### src/rtl/excp_flush_ctrl.sv
// rtl/excp_flush_ctrl.sv - exception/ertn flush sequencer and IF redirect controller
module excp_flush_ctrl #(
    parameter int DRAIN_MAX = 15,
    parameter int CNT_W     = 16
) (
    input  logic             clk,
    input  logic             resetn,
    input  logic             wb_valid,
    input  logic             wb_ex,
    input  logic             wb_ertn,
    input  logic [31:0]      csr_eentry,
    input  logic [31:0]      csr_era,
    input  logic             ifetch_idle,
    input  logic             redirect_ready,
    output logic             flush,
    output logic             fetch_hold,
    output logic             redirect_valid,
    output logic [31:0]      redirect_pc,
    output logic             busy,
    output logic             drain_timeout,
    output logic             req_dropped,
    output logic [CNT_W-1:0] flush_cnt
);

    typedef enum logic [1:0] {
        ST_IDLE  = 2'd0,
        ST_DRAIN = 2'd1,
        ST_REDIR = 2'd2
    } state_t;

    // Last drain count value before giving up on IF going idle.
    localparam logic [7:0] DRAIN_LAST = 8'(DRAIN_MAX - 1);

    state_t           state_q, state_d;
    logic [31:0]      redirect_pc_q, redirect_pc_d;
    logic [7:0]       drain_cnt_q, drain_cnt_d;
    logic             drain_timeout_q, drain_timeout_d;
    logic             req_dropped_q, req_dropped_d;
    logic [CNT_W-1:0] flush_cnt_q, flush_cnt_d;

    logic             req;
    logic             accept;

    assign req    = wb_valid & (wb_ex | wb_ertn);
    assign accept = (state_q == ST_IDLE) & req;

    // Next-state and datapath updates for the flush / drain / redirect sequence.
    always_comb begin
        state_d         = state_q;
        redirect_pc_d   = redirect_pc_q;
        drain_cnt_d     = drain_cnt_q;
        drain_timeout_d = drain_timeout_q;
        req_dropped_d   = req_dropped_q;
        flush_cnt_d     = flush_cnt_q;

        case (state_q)
            ST_IDLE: begin
                if (req) begin
                    // Exception takes priority over ertn when both are flagged.
                    redirect_pc_d = wb_ex ? csr_eentry : csr_era;
                    if (flush_cnt_q != {CNT_W{1'b1}}) begin
                        flush_cnt_d = flush_cnt_q + 1'b1;
                    end
                    drain_cnt_d = 8'd0;
                    state_d     = ST_DRAIN;
                end
            end
            ST_DRAIN: begin
                if (req) begin
                    req_dropped_d = 1'b1;
                end
                if (ifetch_idle) begin
                    state_d = ST_REDIR;
                end else if (drain_cnt_q == DRAIN_LAST) begin
                    // IF never went idle; redirect anyway and leave a sticky flag.
                    drain_timeout_d = 1'b1;
                    state_d         = ST_REDIR;
                end else begin
                    drain_cnt_d = drain_cnt_q + 8'd1;
                end
            end
            ST_REDIR: begin
                if (req) begin
                    req_dropped_d = 1'b1;
                end
                if (redirect_ready) begin
                    state_d = ST_IDLE;
                end
            end
            default: begin
                state_d = ST_IDLE;
            end
        endcase
    end

    // State and status registers; reset clears everything asynchronously.
    always_ff @(posedge clk or negedge resetn) begin
        if (!resetn) begin
            state_q         <= ST_IDLE;
            redirect_pc_q   <= 32'd0;
            drain_cnt_q     <= 8'd0;
            drain_timeout_q <= 1'b0;
            req_dropped_q   <= 1'b0;
            flush_cnt_q     <= '0;
        end else begin
            state_q         <= state_d;
            redirect_pc_q   <= redirect_pc_d;
            drain_cnt_q     <= drain_cnt_d;
            drain_timeout_q <= drain_timeout_d;
            req_dropped_q   <= req_dropped_d;
            flush_cnt_q     <= flush_cnt_d;
        end
    end

    // Flush is gated by reset so every output reads zero while reset is held.
    assign flush          = resetn & accept;
    assign fetch_hold     = (state_q != ST_IDLE);
    assign busy           = (state_q != ST_IDLE);
    assign redirect_valid = (state_q == ST_REDIR);
    assign redirect_pc    = redirect_pc_q;
    assign drain_timeout  = drain_timeout_q;
    assign req_dropped    = req_dropped_q;
    assign flush_cnt      = flush_cnt_q;

endmodule

### config.mk
export PLATFORM = sky130hd
export DESIGN_NAME = excp_flush_ctrl
export DESIGN_NICKNAME = d
export VERILOG_FILES = /design/src/rtl/excp_flush_ctrl.sv
export SDC_FILE = /design/constraint.sdc
export NUM_CORES = 1
export LEC_CHECK = 0
export CELL_PAD_IN_SITES_DETAIL_PLACEMENT = 1
export CELL_PAD_IN_SITES_GLOBAL_PLACEMENT = 1
export CORE_MARGIN = 3
export CORE_UTILIZATION = 31
export DETAILED_ROUTE_END_ITERATION = 10
export HOLD_SLACK_MARGIN = 0.08
export PLACE_DENSITY_LB_ADDON = 0.1
export REMOVE_ABC_BUFFERS = 1
export SETUP_SLACK_MARGIN = 0.15
export SYNTH_ARGS = -nofsm -noshare
export SYNTH_HDL_FRONTEND = slang
export SYNTH_SLANG_ARGS = --single-unit
### constraint.sdc
create_clock -name clk -period 2.3 [get_ports clk]
set_clock_uncertainty 0.15 [all_clocks]
set_input_delay 0.69 -clock clk [delete_from_list [all_inputs] [get_ports clk]]
set_output_delay 0.69 -clock clk [all_outputs]
set_load 0.1 [all_outputs]
==> results of run 1 <==
cell families after synthesis:
kind of cell | after synthesis | share of synthesized area [%]
compound gates | 60 | 12.5
xor+xnor | 14 | 4.20
fa+ha+maj | 6 | 2.57
buf+inv | 23 | 3.13
flops | 60 | 51.5
mux | 36 | 12.6
simple gates | 84 | 13.5
state kept, by name, summed over array words and instances (netlist names):
| signal | flops |
|---|---|
| drain_timeout | 1 |
| state_q | 2 |
| req_dropped | 1 |
| drain_cnt_q | 8 |
| flush_cnt | 16 |
| redirect_pc | 32 |
metal layers:
layer / part of all wire [%] / wire, um / up-vias / global-route usage, %
met2: 54 / 5120 / 83 / 33.7
met1: 38 / 3650 / 1322 / 20.5
li1: - / - / 1321 / -
met3: 6.0 / 573 / 12 / 5.48
met5: 0 / 0 / - / 0
met4: 1.6 / 155 / 0 / 5.28
synth_stat cells (2+ instances only):
master and instances:
nand2b_1 5, o21ai_0 39, o22ai_1 2, and3_1 4, nand4_1 9, nor3_1 3, ha_1 6, a21boi_0 2
nand3_1 6, mux2i_1 33, and2_1 2, a21oi_1 5, xnor2_1 13, nand2_1 44, nor2_1 7, clkbuf_1 10
mux2_2 2, inv_1 10, dfrtp_1 60, a22o_1 3
critical path, cell delays in order, from the launching register on:
cell	delay [ns]
dfrtp_1	0.39
inv_1	0.06
ha_1	0.14
or4b_4	0.48
o31a_4	0.41
a21oi_4	0.15
nand2_2	0.08
mux2_4	0.31
final cells by class:
class | count | area share, %
clock buffer | 13 | 2.94
clock inverter | 2 | 0.185
inverter | 10 | 0.741
multi-input combinational | 200 | 26.0
sequential | 60 | 27.8
tap | 108 | 2.50
timing repair buffer | 168 | 39.8
through the flow:
stage | total power, W | util, % | hold slack, ns | setup slack [ns]
2_1_floorplan | 0.00473 | - | 0.244 | -1.58
3_5_place_dp | 0.00696 | 55.8 | 0.352 | -0.388
5_1_grt | 0.00849 | 60.5 | 0.392 | -0.0582
4_1_cts | 0.00796 | 58.8 | 0.360 | 0.0478
6_report | 0.00813 | 60.5 | 0.360 | 0.0104
3_3_place_gp | 0.00689 | 55.8 | 0.343 | -0.288
repair_timing:
item	CTS	global route
setup buffers	9	10
hold endpoints to repair	0	0
endpoints found under the setup margin	11	14
pin swaps	4	10
gates resized for setup	19	21
how the worst max path moves through the flow:
stage / start / endpoint / slack (ns) / cells past startpoint
2_1_floorplan: wb_ex / flush_cnt[1] / -1.58 / 3
3_3_place_gp: wb_valid / flush / -0.29 / 5
3_5_place_dp: wb_ertn / flush / -0.39 / 5
4_1_cts: state_q[1] / flush / 0.05 / 6
5_1_grt: drain_cnt_q[0] / state_q[0] / -0.06 / 8
6_report: drain_cnt_q[0] / state_q[1] / 0.01 / 7
power by group:
part,switching (W),internal (W),total [W],leakage [nW]
Clock,0.000396,0.000441,0.000837,0.0893
Combinational,0.00342,0.00209,0.00551,1.59
Sequential,0.000388,0.00140,0.00178,0.760
==> impl_metrics.env, run 1 <==
export IMPL_num_nets_final=526
export IMPL_synth_top_cell_by_area="dfrtp_1"
export IMPL_cts_max_path_buffers=2
export IMPL_grt_total_usage_pct=18.4
export IMPL_via_per_inst=4.88
export IMPL_syn_area_sq_mm=0.00292
export IMPL_routabilityCongestion=0.786
export IMPL_die_width_um=103
export IMPL_grt_pass1_vias=3002
export IMPL_hold_path_end="drain_cnt_q[6]"
export IMPL_postSynth_asyncResetShare_pct=100
export IMPL_rr_worst_depth=7
export IMPL_antenna_found_initial=0
export IMPL_portBuffers=124
export IMPL_post_route_period_util_pct=99.5
export IMPL_fill_cells=924
export IMPL_clk_latency_ns=0.33
export IMPL_grt_pass1_wl_um=14900
export IMPL_cellLeakagePower_nw=2.44
export IMPL_synth_edff_count=0
export IMPL_fin_crit_ns=2.29
export IMPL_ios=125
export IMPL_end_kind="flop"
export IMPL_std_cell_rows=34
export IMPL_ys_ff_latch=60
export IMPL_regToRegSetupSlack_ns=0.01
export IMPL_setup_tns_ns=0
export IMPL_dr_pass1_iters=4
export IMPL_dp_hpwl_um=6900
export IMPL_drive_gt1_share_pct=30.9
export IMPL_vias=2738
export IMPL_fin_area_sq_mm=0.00540
export IMPL_post_layout_nonfiller_instances=561
export IMPL_drcViolationCount=0
export IMPL_wire_per_inst_um=16.9
export IMPL_area_growth_pct=85.2
export IMPL_fp_dieH_um=103
export IMPL_tightest_slew_ns=0.795
export IMPL_synthCells=283
export IMPL_coreArea_sq_mm=0.00893
export IMPL_detail_route_antenna_nets=0
export IMPL_synth_top_area_share_pct=51.5
export IMPL_synth_warnings=0
export IMPL_cap_violations=0
export IMPL_seq_area_sq_mm=0.00150
export IMPL_path_class="flop to flop"
export IMPL_hold_buffers=0
export IMPL_min_from="drain_cnt_q[6]"
export IMPL_worstPathMaxFanout=6
export IMPL_arrival_ns=2.36
export IMPL_layout_common_cells="clkdlybuf4s50_1, dfrtp_1, buf_12"
export IMPL_finalHoldViolations=0
export IMPL_layout_commonest_cell="clkdlybuf4s50_1"
export IMPL_grt_overflow=0
export IMPL_dr_first_iter_drc_count=56
export IMPL_cts_clk_slew_worst_paths_ns=0.07
export IMPL_synth_seq_area_share_pct=51.5
export IMPL_initial_utilization_pct=32.6
export IMPL_status="completed"
export IMPL_synth_distinct_cells=38
export IMPL_ys_flop_type="dfrtp_1"
export IMPL_grt_max_degree=61
export IMPL_cts_buffers_inserted=9
export IMPL_startpoint_type="flop"
export IMPL_reg2reg_to="state_q[1]"
export IMPL_antennaDiodeCount=0
export IMPL_cts_root_buf="clkbuf_8"
export IMPL_routed_wl_um=9500
export IMPL_max_freq_mhz=437
export IMPL_hold_depth=1
export IMPL_dieArea_sq_mm=0.0106
export IMPL_final_max_slew_viol_count=0
export IMPL_maxSlewHeadroom_pct=47.0
export IMPL_multi_input_area_sq_mm=0.00141
export IMPL_htree_levels=3
export IMPL_synthTopCellsByArea="dfrtp_1, mux2i_1, o21ai_0"
export IMPL_dp_cells=527
export IMPL_avgSynthCellArea_sq_um=10.3
export IMPL_numClockSinks=60
export IMPL_rsz0062_at_grt="yes"
export IMPL_setup_viol=0
export IMPL_ir_drop_uv=1220
export IMPL_worstHoldPathType="flop to flop"
export IMPL_cts_tree="yes"
export IMPL_power_density_mw_per_mm2=1500
export IMPL_placed_cell_area_sq_mm=0.00498
export IMPL_required_ns=2.37
export IMPL_worst_r2r_startpoint="drain_cnt_q[0]"
Power figures use the tool's default switching activity.
==> run 2: changes to the inputs <==
--- a/config.mk
+++ b/config.mk
@@ -9,6 +9,7 @@
 export CELL_PAD_IN_SITES_GLOBAL_PLACEMENT = 1
 export CORE_MARGIN = 3
 export CORE_UTILIZATION = 31
+export CTS_CLUSTER_DIAMETER = 60
 export DETAILED_ROUTE_END_ITERATION = 10
 export HOLD_SLACK_MARGIN = 0.08
 export PLACE_DENSITY_LB_ADDON = 0.1
==> results of run 2 <==
Final layout, timing and power as in run 1 (identical DEF).
==> run 3: changes to the inputs <==
--- a/config.mk
+++ b/config.mk
@@ -7,7 +7,6 @@
 export LEC_CHECK = 0
 export CELL_PAD_IN_SITES_DETAIL_PLACEMENT = 1
 export CELL_PAD_IN_SITES_GLOBAL_PLACEMENT = 1
-export CORE_MARGIN = 3
 export CORE_UTILIZATION = 31
 export CTS_CLUSTER_DIAMETER = 60
 export DETAILED_ROUTE_END_ITERATION = 10
==> run 3 against run 2 <==
The run now ends with setup timing left; non-clock buffer count fell by 5; die area fell by 7.6%; fmax fell by 0.74%; utilization fell by 1.4 points; register-to-register slack got worse by 0.02 ns; total power rose by 2.0%; worst setup slack got worse by 0.017 ns; combinational power fell by 1%; via count rose by 1.4%; critical path type unchanged.
==> impl_metrics.env, run 3 (synthesized netlist as in run 1, its figures left out) <==
export IMPL_status="finished with violations"
export IMPL_violations="setup timing"
export IMPL_numClockSinks=60
export IMPL_clk_latency_ns=0.33
export IMPL_final_max_slew_viol_count=0
export IMPL_post_route_period_util_pct=100
export IMPL_setup_worst_path_start="drain_cnt_q[0]"
export IMPL_htree_levels=3
export IMPL_cts_buffers_inserted=9
export IMPL_routed_wl_um=10000
export IMPL_hold_buffers=0
export IMPL_worst_r2r_startpoint="drain_cnt_q[0]"
export IMPL_grt_max_degree=61
export IMPL_grt_pass1_wl_um=15000
export IMPL_finalHoldViolations=0
export IMPL_coreArea_sq_mm=0.00920
export IMPL_std_cell_rows=35
export IMPL_pre_cts_slack_ns=-0.373
export IMPL_layout_commonest_cell="clkdlybuf4s50_1"
export IMPL_portBuffers=124
export IMPL_wl_met1_um=3820
export IMPL_wl_met3_um=536
export IMPL_drive_gt1_share_pct=30.4
export IMPL_area_growth_pct=86.1
export IMPL_grt_overflow=0
export IMPL_path_delay_family="simple AND/OR/NAND/NOR gates"
export IMPL_power_density_mw_per_mm2=1530
export IMPL_seqPwrFrac_pct=21.6
export IMPL_cts_clk_slew_worst_paths_ns=0.07
export IMPL_fin_crit_ns=2.31
export IMPL_largest_reg_flops=32
export IMPL_max_freq_mhz=434
export IMPL_num_nets_final=522
export IMPL_layout_common_cells="clkdlybuf4s50_1, dfrtp_1, buf_12"
export IMPL_startpoint_type="flop"
export IMPL_wire_per_inst_um=17.8
export IMPL_routabilityCongestion=0.750
export IMPL_arrival_ns=2.38
export IMPL_highest_layer="met4"
export IMPL_dr_pass1_iters=4
export IMPL_end_kind="flop"
export IMPL_ir_drop_uv=1020
export IMPL_cellLeakagePower_nw=2.43
export IMPL_detail_route_antenna_nets=0
export IMPL_maxSlewHeadroom_pct=47.6
export IMPL_worstPathMaxFanout=5
export IMPL_p_clk_share_pct=12.6
export IMPL_antenna_found_initial=1
export IMPL_required_ns=2.37
export IMPL_path_buf_inv=1
export IMPL_drcViolationCount=0
export IMPL_cts_tree="yes"
export IMPL_grt_total_usage_pct=20.1
export IMPL_final_util_pct=59.0
export IMPL_slowest_stage="or4b_4"
export IMPL_via_per_inst=4.94
export IMPL_max_stage_delay_ns=0.48
export IMPL_cts_max_path_buffers=2
export IMPL_p_int_w=0.00399
export IMPL_worstHoldPathType="flop to flop"
export IMPL_dieArea_sq_mm=0.00980
export IMPL_min_from="drain_cnt_q[6]"
export IMPL_cts_root_buf="clkbuf_8"
export IMPL_die_width_um=99.0
export IMPL_dr_first_iter_drc_count=74
export IMPL_tightest_slew_ns=0.785
export IMPL_initial_utilization_pct=31.7
export IMPL_ios=125
export IMPL_timing_final_ws_setup_ns=-0.00680
export IMPL_switchingPower_w=0.00430
export IMPL_p_sw_share_pct=51.8
export IMPL_rsz0062_at_grt="yes"
export IMPL_dp_hpwl_um=6850
export IMPL_setup_viol=1
export IMPL_cap_violations=0
export IMPL_fp_dieH_um=99.0
export IMPL_crit_chain="inv_1, ha_2, or4b_4, o31a_4, a21oi_4, nand2_2, mux2_4"
export IMPL_vias=2777
export IMPL_grt_pass1_vias=2924
export IMPL_pwr_share_comb_pct=65.7
export IMPL_path_class="flop to flop"
export IMPL_routed_wl_met2_um=5390
[run 3: cell types whose count changed in the layout (fill, tap and decap cells not counted), sizes merged]
cell	before	now
o31a	1	2
diode	0	1
clkinvlp	0	2
clkbuf	13	10
buf	101	96
bufinv	0	2
[run 3: power groups by stage]
stage / logic (W) / clock network, W / registers, W
5_1_grt: 0.00563 / 0.00112 / 0.00184
6_report: 0.00545 / 0.00105 / 0.00179
3_5_place_dp: 0.00516 / 0 / 0.00181
2_1_floorplan: 0.000828 / 0 / 0.00390
3_3_place_gp: 0.00509 / 0 / 0.00178
4_1_cts: 0.00530 / 0.00107 / 0.00179
[run 3: metal layers]
layer / global-route usage [%] / vias up
li1: - / 1311
met1: 21.9 / 1363
met2: 37.3 / 85
met3: 6.03 / 18
met4: 6.43 / 0
met5: 0 / -
[run 3: layout make-up]
type / instances / area, sq um
Fill cell: 974 / 3770
Timing Repair Buffer: 163 / 2090
Sequential cell: 60 / 1500
Multi-Input combinational cell: 201 / 1440
Tap cell: 111 / 139
Clock buffer: 10 / 128
Clock inverter: 6 / 88.8
Inverter: 10 / 40.0
Antenna cell: 1 / 2.50
[run 3: path summary, 6_finish.rpt]
check                                  to  slack [ns]  cells past startpoint
setup reg to reg               state_q[1]      -0.007                      7
hold / removal             drain_cnt_q[6]        0.36                      1
setup / recovery               state_q[1]      -0.007                      7
max in group asynchronous    flush_cnt[6]        1.06                      2
hold reg to reg            drain_cnt_q[6]        0.36                      1
min in group asynchronous  redirect_pc[0]        0.40                      2
[run 3: worst register-to-register path, cell delays in order, from the launching register on]
cell	delay [ns]
dfrtp_1	0.39
inv_1	0.07
ha_2	0.17
or4b_4	0.48
o31a_4	0.35
a21oi_4	0.16
nand2_2	0.11
mux2_4	0.33
[run 3: per-stage QoR]
step / hold slack [ns] / cell area (sq um) / setup TNS, ns / instances / power (W)
final: 0.363 / 5430 / -0.00680 / 562 / 0.00829
after CTS: 0.350 / 5290 / 0 / 553 / 0.00817
after detailed placement: 0.342 / 4990 / -3.66 / 531 / 0.00697
after global routing: 0.381 / 5430 / -0.119 / 562 / 0.00859
after global placement: 0.342 / 4990 / -2.54 / 531 / 0.00688
after floorplan: 0.244 / 2860 / -61.01 / 270 / 0.00473
[run 3: what timing repair did]
item / CTS / global route
hold endpoints to repair: 0 / 0
resized for setup: 19 / 20
setup endpoints to repair: 12 / 16
pin swaps: 3 / 12
gates cloned: 0 / 1
setup buffers: 6 / 7
